[config.mk]
export PLATFORM = sky130hd
export DESIGN_NAME = mc_control
export DESIGN_NICKNAME = d
export VERILOG_FILES = /design/src/rtl/mc_control_pkg.sv /design/src/rtl/mc_control_alu_decoder.sv /design/src/rtl/mc_control.sv
export SDC_FILE = /design/constraint.sdc
export NUM_CORES = 1
export LEC_CHECK = 0
export ABC_AREA = 0
export ABC_CLOCK_PERIOD_IN_PS = 2580
export CORE_MARGIN = 2
export CORE_UTILIZATION = 37
export CTS_BUF_LIST = sky130_fd_sc_hd__clkbuf_4 sky130_fd_sc_hd__clkbuf_8 sky130_fd_sc_hd__clkbuf_16
export DETAILED_ROUTE_END_ITERATION = 6
export HOLD_SLACK_MARGIN = 0.02
export PLACE_DENSITY = 0.79
export SETUP_SLACK_MARGIN = 0.5
export SLEW_MARGIN = 20
export SYNTH_ARGS = -nofsm -noshare
export SYNTH_HDL_FRONTEND = slang
export SYNTH_SLANG_ARGS = --single-unit
[constraint.sdc]
create_clock -name clk -period 2.58 [get_ports clk]
set_input_delay 0.516 -clock clk [delete_from_list [all_inputs] [get_ports clk]]
set_output_delay 0.516 -clock clk [all_outputs]
set_load 0.01 [all_outputs]
[src/rtl/mc_control_pkg.sv]
// Shared definitions for the multi-cycle RV32I-subset control path: ALU opcodes,
// instruction opcodes and the controller state encoding.
package mc_control_pkg;

   // ALU opcode encoding, shared with the datapath ALU
   localparam logic [3:0] ALU_AND = 4'b0000;
   localparam logic [3:0] ALU_OR  = 4'b0001;
   localparam logic [3:0] ALU_ADD = 4'b0010;
   localparam logic [3:0] ALU_SUB = 4'b0110;
   localparam logic [3:0] ALU_SLT = 4'b0111;
   localparam logic [3:0] ALU_SRL = 4'b1000;
   localparam logic [3:0] ALU_SLL = 4'b1001;
   localparam logic [3:0] ALU_SRA = 4'b1010;
   localparam logic [3:0] ALU_XOR = 4'b1101;

   localparam logic [6:0] OP_R   = 7'b0110011;
   localparam logic [6:0] OP_I   = 7'b0010011;
   localparam logic [6:0] OP_LW  = 7'b0000011;
   localparam logic [6:0] OP_SW  = 7'b0100011;
   localparam logic [6:0] OP_BEQ = 7'b1100011;

   typedef enum logic [2:0] {
      S_IF, S_ID, S_EX, S_MEM, S_WB, S_ERR
   } state_t;

endpackage

[src/rtl/mc_control_alu_decoder.sv]
// Combinational decode of opcode/funct3/funct7[5] into the ALU opcode, the
// ALU B-operand select and an illegal-instruction flag.
module mc_control_alu_decoder
   import mc_control_pkg::*;
(
   input  logic [6:0] opcode,
   input  logic [2:0] funct3,
   input  logic       funct7_5,
   output logic [3:0] alu_op,
   output logic       alu_src,
   output logic       illegal
);

   // NOTE: every output gets a default before the case, so no path can infer a latch.
   always_comb begin
      alu_op  = ALU_ADD;
      alu_src = 1'b0;
      illegal = 1'b0;
      case (opcode)
         OP_R, OP_I: begin
            alu_src = (opcode == OP_I);
            case (funct3)
               3'b000: alu_op = (opcode == OP_R && funct7_5) ? ALU_SUB : ALU_ADD;
               3'b001: alu_op = ALU_SLL;
               3'b010: alu_op = ALU_SLT;
               3'b100: alu_op = ALU_XOR;
               3'b101: alu_op = funct7_5 ? ALU_SRA : ALU_SRL;
               3'b110: alu_op = ALU_OR;
               3'b111: alu_op = ALU_AND;
               default: illegal = 1'b1;
            endcase
         end
         OP_LW, OP_SW: begin
            alu_src = 1'b1;
            illegal = (funct3 != 3'b010);
         end
         OP_BEQ: begin
            alu_op  = ALU_SUB;
            illegal = (funct3 != 3'b000);
         end
         default: illegal = 1'b1;
      endcase
   end

endmodule

[src/rtl/mc_control.sv]
// Multi-cycle IF/ID/EX/MEM/WB controller with a bounded data-memory wait and a
// sticky error state. Define MC_CONTROL_PERF_EN to add instret/stall_cycles counters.
module mc_control
   import mc_control_pkg::*;
#(
   parameter int MEM_WAIT_MAX = 15
) (
   input  logic        clk,
   input  logic        rst,
   input  logic [31:0] instr,
   input  logic        zero,
   input  logic        dmem_ready,
   output logic        ir_write,
   output logic [3:0]  alu_op,
   output logic        alu_src,
   output logic        mem_read,
   output logic        mem_write,
   output logic        mem_to_reg,
   output logic        reg_write,
   output logic        load_pc,
   output logic        pc_src,
   output logic        error
`ifdef MC_CONTROL_PERF_EN
   ,
   output logic [31:0] instret,
   output logic [31:0] stall_cycles
`endif
);

   localparam logic [7:0] WAIT_LAST = 8'(MEM_WAIT_MAX - 1);

   state_t     state;
   logic [7:0] wait_cnt;
   logic [3:0] dec_alu_op;
   logic       dec_alu_src;
   logic       dec_illegal;
   logic       is_lw, is_sw, is_beq;
   logic       unused_instr;

   assign is_lw        = (instr[6:0] == OP_LW);
   assign is_sw        = (instr[6:0] == OP_SW);
   assign is_beq       = (instr[6:0] == OP_BEQ);
   assign unused_instr = ^{instr[31], instr[29:15], instr[11:7]};

   mc_control_alu_decoder u_dec (
      .opcode   (instr[6:0]),
      .funct3   (instr[14:12]),
      .funct7_5 (instr[30]),
      .alu_op   (dec_alu_op),
      .alu_src  (dec_alu_src),
      .illegal  (dec_illegal)
   );

   // NOTE: sequential state uses non-blocking assignments only, so every register
   // samples pre-edge values regardless of statement order.
   always_ff @(posedge clk) begin
      if (rst) begin
         state    <= S_IF;
         wait_cnt <= '0;
      end else begin
         case (state)
            S_IF: state <= S_ID;
            S_ID: state <= dec_illegal ? S_ERR : S_EX;
            S_EX: begin
               if (is_lw || is_sw) begin
                  state    <= S_MEM;
                  wait_cnt <= '0;
               end else if (is_beq) begin
                  state <= S_IF;
               end else begin
                  state <= S_WB;
               end
            end
            // Ready is tested first so a completion on the last permitted cycle wins.
            S_MEM: begin
               if (dmem_ready)                state    <= is_lw ? S_WB : S_IF;
               else if (wait_cnt == WAIT_LAST) state   <= S_ERR;
               else                           wait_cnt <= wait_cnt + 8'd1;
            end
            S_WB:    state <= S_IF;
            default: state <= S_ERR;
         endcase
      end
   end

   always_comb begin
      ir_write   = 1'b0;
      alu_op     = ALU_ADD;
      alu_src    = 1'b0;
      mem_read   = 1'b0;
      mem_write  = 1'b0;
      mem_to_reg = 1'b0;
      reg_write  = 1'b0;
      load_pc    = 1'b0;
      pc_src     = 1'b0;
      error      = 1'b0;
      case (state)
         S_IF: ir_write = 1'b1;
         S_EX: begin
            alu_op  = dec_alu_op;
            alu_src = dec_alu_src;
            if (is_beq) begin
               load_pc = 1'b1;
               pc_src  = zero;
            end
         end
         S_MEM: begin
            mem_read  = is_lw;
            mem_write = is_sw;
            load_pc   = is_sw && dmem_ready;
         end
         S_WB: begin
            reg_write  = 1'b1;
            load_pc    = 1'b1;
            mem_to_reg = is_lw;
         end
         S_ERR:   error = 1'b1;
         default: ;
      endcase
   end

`ifdef MC_CONTROL_PERF_EN
   always_ff @(posedge clk) begin
      if (rst) begin
         instret      <= '0;
         stall_cycles <= '0;
      end else if (state != S_ERR) begin
         if (load_pc)                     instret      <= instret + 32'd1;
         if (state == S_MEM && !dmem_ready) stall_cycles <= stall_cycles + 32'd1;
      end
   end
`endif

endmodule
# Yosys cells after proc, flatten, opt, wreduce, memory -nomap -nowiden
# Cells that the tools add are included.
[word_totals]
input_bits = 36
word_cells = 66
reg_bits = 11
[classes]
mux = 30
addsub = 1
reduce_logical = 11
n_eq_ne = 22
[ops]
columns = ["op", "count"]
rows = [
  ["one-hot mux 4 bit (7 select lines)", 1],
  ["two-way mux 8 bit", 3],
  ["two-way mux 3 bit", 7],
  ["equality test 3 bit (second input constant)", 6],
  ["one-hot mux 8 bit (2 select lines)", 1],
  ["one-hot mux 3 bit (5 select lines)", 1],
  ["equality test 7 x 6 -> 1 bit (second input constant)", 2],
  ["two-way mux 1 bit", 11],
  ["equality test 3 x 2 -> 1 bit (second input constant)", 3],
  ["adder 8 x 1 -> 8 bit (second input constant)", 1],
  ["equality test 8 x 4 -> 1 bit (second input constant)", 1],
  ["one-hot mux 4 bit (2 select lines)", 1],
  ["equality test 7 x 2 -> 1 bit (second input constant)", 1],
  ["equality test 7 x 5 -> 1 bit (second input constant)", 1],
  ["equality test 7 bit (second input constant)", 1],
  ["OR reduction 7 bit", 1],
  ["equality test 3 x 1 -> 1 bit (second input constant)", 2],
  ["zero test 3 bit", 2],
  ["!= test 2 bit (second input constant)", 3],
  ["one-hot mux 1 bit (3 select lines)", 2],
  ["two-way mux 4 bit", 1],
  ["AND reduction 4 bit", 1],
  ["OR reduction 2 bit", 2],
  ["!= test 3 x 2 -> 1 bit (second input constant)", 1],
  ["other kinds (7)", 8],
]

# Depth between registers and ports, before layout
[logic_depth]
word_depth = 6
mapped_depth = 7
depth_no_buf = 6

# Hierarchy
# From an unflattened synthesis, not the netlist that was laid out.
[unflattened]
cells_unflattened = 138
hier_area_um2 = 1062.3
[by_module_without_submodules]
columns = ["mod", "instances", "cells_each", "area_per_inst_um2"]
rows = [
  ["mc_control", 1, 114, 884.6],
  ["mc_control_alu_decoder", 1, 24, 177.7],
]

# Worst setup path after synthesis
# Ideal clock, no wire load.
[synth_timing]
kind = "input to output"
startpoint = "in instr[2]"
endpoint = "out load_pc"
t_arrival_ns = 1.762
path_slack_ns = 0.302
cell_stages = 4
path_cell_list = "nand4bb_1 > or3_1 > nor3_1 > a211o_1"
[synth_between]
elab_chain_len = 3
word_cells_on_any_way = 5
classes_between = "2 x eq/ne; 2 x mux; 1 x reduce/logical"
[synth_lines]
columns = ["item", "line_no", "rtl"]
rows = [
  ["start: declaration", "mc_control.sv:10", "input logic [31:0] instr,"],
  ["equality test 7 bit or equality test 7 x 6 -> 1 bit (tied branches)", "mc_control.sv:42, mc_control.sv:41", ""],
  ["two-way mux 1 bit or logical AND 1 bit (tied branches)", "mc_control.sv:102, mc_control.sv:110", ""],
  ["one-hot mux 1 bit (3 select lines) (*)", "mc_control.sv:97", "case (state)"],
  ["end: declaration", "mc_control.sv:20", "output logic load_pc,"],
]
# Every way passes the cells marked *; elsewhere a longest branch is shown, timed or not.

# Worst setup path after layout
# Same ends and word-level chain as after synthesis.

==> impl_metrics.tcl <==
set metrics [dict create \
    fin_tns_setup_ns 0 \
    slew_viol_final 0 \
    p_seq_frac 0.451 \
    hold_slack_ns 0.5380 \
    drt_iter0_markers 23 \
    core_um2 2148 \
    nNetsFinal 199 \
    worstPathRequired_ns 2.06 \
    grt_first_pass_wirelength_mm 4.181 \
    cts_tree "built" \
    yosysMostFrequentCell "nor2_1" \
    fmax_mhz 456.3 \
    hold_viol_final 0 \
    worst_setup_path_start_kind "primary input" \
    internal_power_mw 0.2919 \
    p_leak_nw 0.5613 \
    die_area_um2 2615 \
    slew_headroom 0.6440 \
    die_w_um 51.14 \
    comb_power_share 0.223 \
    num_rows 17 \
    worst_slew_pin_slew_ns 0.5339 \
    end_kind "primary output" \
    clkPwrFrac 0.326 \
    antenna_found_initial 0 \
    synth_area_per_cell_um2 7.473 \
    cts.clk_slew.worst_paths_ns 0.07 \
    cp.arrival_ns 1.68 \
    grt_setup_unrepaired "true" \
    power_switching_mw 0.1052 \
    wire_per_inst_um 14.21 \
    start_util 0.3826 \
    antenna_left 0 \
    route.detailed.drc 0 \
    h-tree-depth 1 \
    crit_fanout 3 \
    stdcell_count 188 \
    cts-hold-fix-buffers 0 \
    grt_start_max_net_pins 11 \
    netlist_top_cells_count "nor2_1, a21oi_1, dfxtp_1" \
    fin_crit_ns 2.192 \
    synth-seq-cells 11 \
    cts_buffers 3 \
    vias 1011 \
    synthArstFlopShare 0 \
    netlist.area_leader.share 0.2679 \
    wl_mm 2.671 \
    power.total_mw 0.3971 \
    area_growth_pct 70.32 \
    finalCritPeriodShare 0.8495 \
    ys.flop_type "dfxtp_1" \
    final_layout_size_suffix_gt1_frac 0.4313 \
    yosys_warnings 0 \
    clk_latency_ns 0.27 \
    status "completed" \
    max-cap-violations 0 \
    hold_class "register to register" \
    crit_path_top_delay_cell "or3_4" \
    die_h_um 51.14 \
    crit_chain "buf_6, nand4bb_4, or3_4, nor3_4, a211o_1, buf_2" \
    yosysTopAreaCell "dfxtp_1" \
    hpwl_mm 1.615 \
    synth.area.top_cells "dfxtp_1, nor2_1, a21oi_1" \
    clockRootBuffer "clkbuf_4" \
    synth_cell_types 36 \
    setup_viol_count_final 0 \
    vias_per_cell 5.378 \
    detail_route.first_pass.iterations 4 \
    fin_worst_skew_ns 0.005819 \
    p_sw_frac 0.2649 \
    grt_pass1_vias 974 \
    powerDensity_nw_per_um2 283.6 \
    clock-sinks 11 \
    pin_count 49 \
    overflow 0 \
    gp_congestion 0.8602 \
    mappedNetlistArea_um2 822.0 \
    crit_type "primary input to primary output" \
    synth_cells 110 \
    synth_fp_nets 148 \
    max_stage_delay_ns 0.39 \
    clockBufferDepth 2 \
    io_buffer_count 27 \
    synth_edf_count 0 \
    synth_seq_area_share 0.2679 \
    grtUsageTotal 0.2101 \
    antenna_cells 0 \
    ir_worst_vdd_v 0.0002516 \
    n_fill_cell 186 \
    placed_cells 173 \
]
-- sequential cells by signal, indices dropped and copies added, names as in the netlist --
| name | cells |
|---|---|
| wait_cnt | 8 |
| state | 3 |
-- kinds of logic after synthesis --
logic type	Yosys count	share of synthesized area
compound gates	22	0.1720
xor+xnor	7	0.07458
buf+inv	8	0.04565
flops	11	0.2679
fa+ha+maj	2	0.03044
simple gates	60	0.4094
-- metrics by stage --
step	util	instance area, um^2	setup slack, ns
floorplan	-	854.6	0.5140
detailed placement	0.5713	1227	-0.3229
CTS	0.6214	1335	0.3701
global route	0.6517	1400	0.3428
finish	0.6517	1400	0.3883
global placement	0.5713	1227	-0.3086
-- cell usage in the layout (no fill, tap or decap), types with 2 or more instances in the layout --
master,n
a211o_1,2
a21oi_1,5
a21oi_2,6
a31oi_1,2
and2_1,3
buf_2,10
buf_4,15
buf_6,11
clkbuf_2,2
clkbuf_4,4
clkdlybuf4s50_1,6
dfxtp_1,8
dfxtp_2,3
dlygate4sd2_1,6
ha_1,2
inv_1,4
nand2_1,8
nand2b_1,3
nand3_1,3
nand4_1,3
nor2_1,15
nor2_2,2
nor4_1,2
o21ai_0,2
xnor2_1,6
-- path summary, 6_finish.rpt --
kind | from | end | slack [ns] | cells after the start
max | instr[2] | load_pc | 0.39 | 6
min reg2reg | state[0] | state[1] | 0.54 | 2
max reg2reg | state[1] | wait_cnt[7] | 0.74 | 6
min | state[0] | state[1] | 0.54 | 2
-- power by group through the flow --
stage	sequential, mW	combinational, mW	clock [mW]
after floorplan	0.181	0.0306	0
after global placement	0.182	0.0791	0
after detailed placement	0.182	0.0809	0
after CTS	0.179	0.0824	0.136
after global routing	0.180	0.0961	0.145
final	0.179	0.0886	0.129
-- layer usage --
layer	routed length (um)	global-route usage	up-vias
li1	-	-	489
met1	1087	0.2345	482
met2	1400	0.3939	36
met3	165	0.05848	4
met4	17	0.04054	0
met5	0	0	-
-- cell type report --
| class | instances | area, um^2 | area share |
|---|---|---|---|
| Sequential cell | 11 | 224.0 | 0.1600 |
| Timing Repair Buffer | 50 | 409.1 | 0.2922 |
| Clock buffer | 4 | 30.03 | 0.02145 |
| Tap cell | 28 | 35.03 | 0.02502 |
| Inverter | 4 | 15.01 | 0.01072 |
| Multi-Input combinational cell | 91 | 686.9 | 0.4906 |
-- critical path: cells and delay by family --
kind | cells | cell delay [ns]
AOI/OAI and AO/OA | 1 | 0.14
buffers and inverters | 2 | 0.21
and+or+nand+nor | 3 | 0.82
-- what timing repair did --
item                                    4_1_cts  5_1_grt
buffers inserted                              9        1
gates resized for setup                      79       17
pin swaps                                     9       13
cloned                                        1        0
hold endpoints to repair                      0        0
endpoints found under the setup margin       20       18
(Power assumes the default switching activity.)
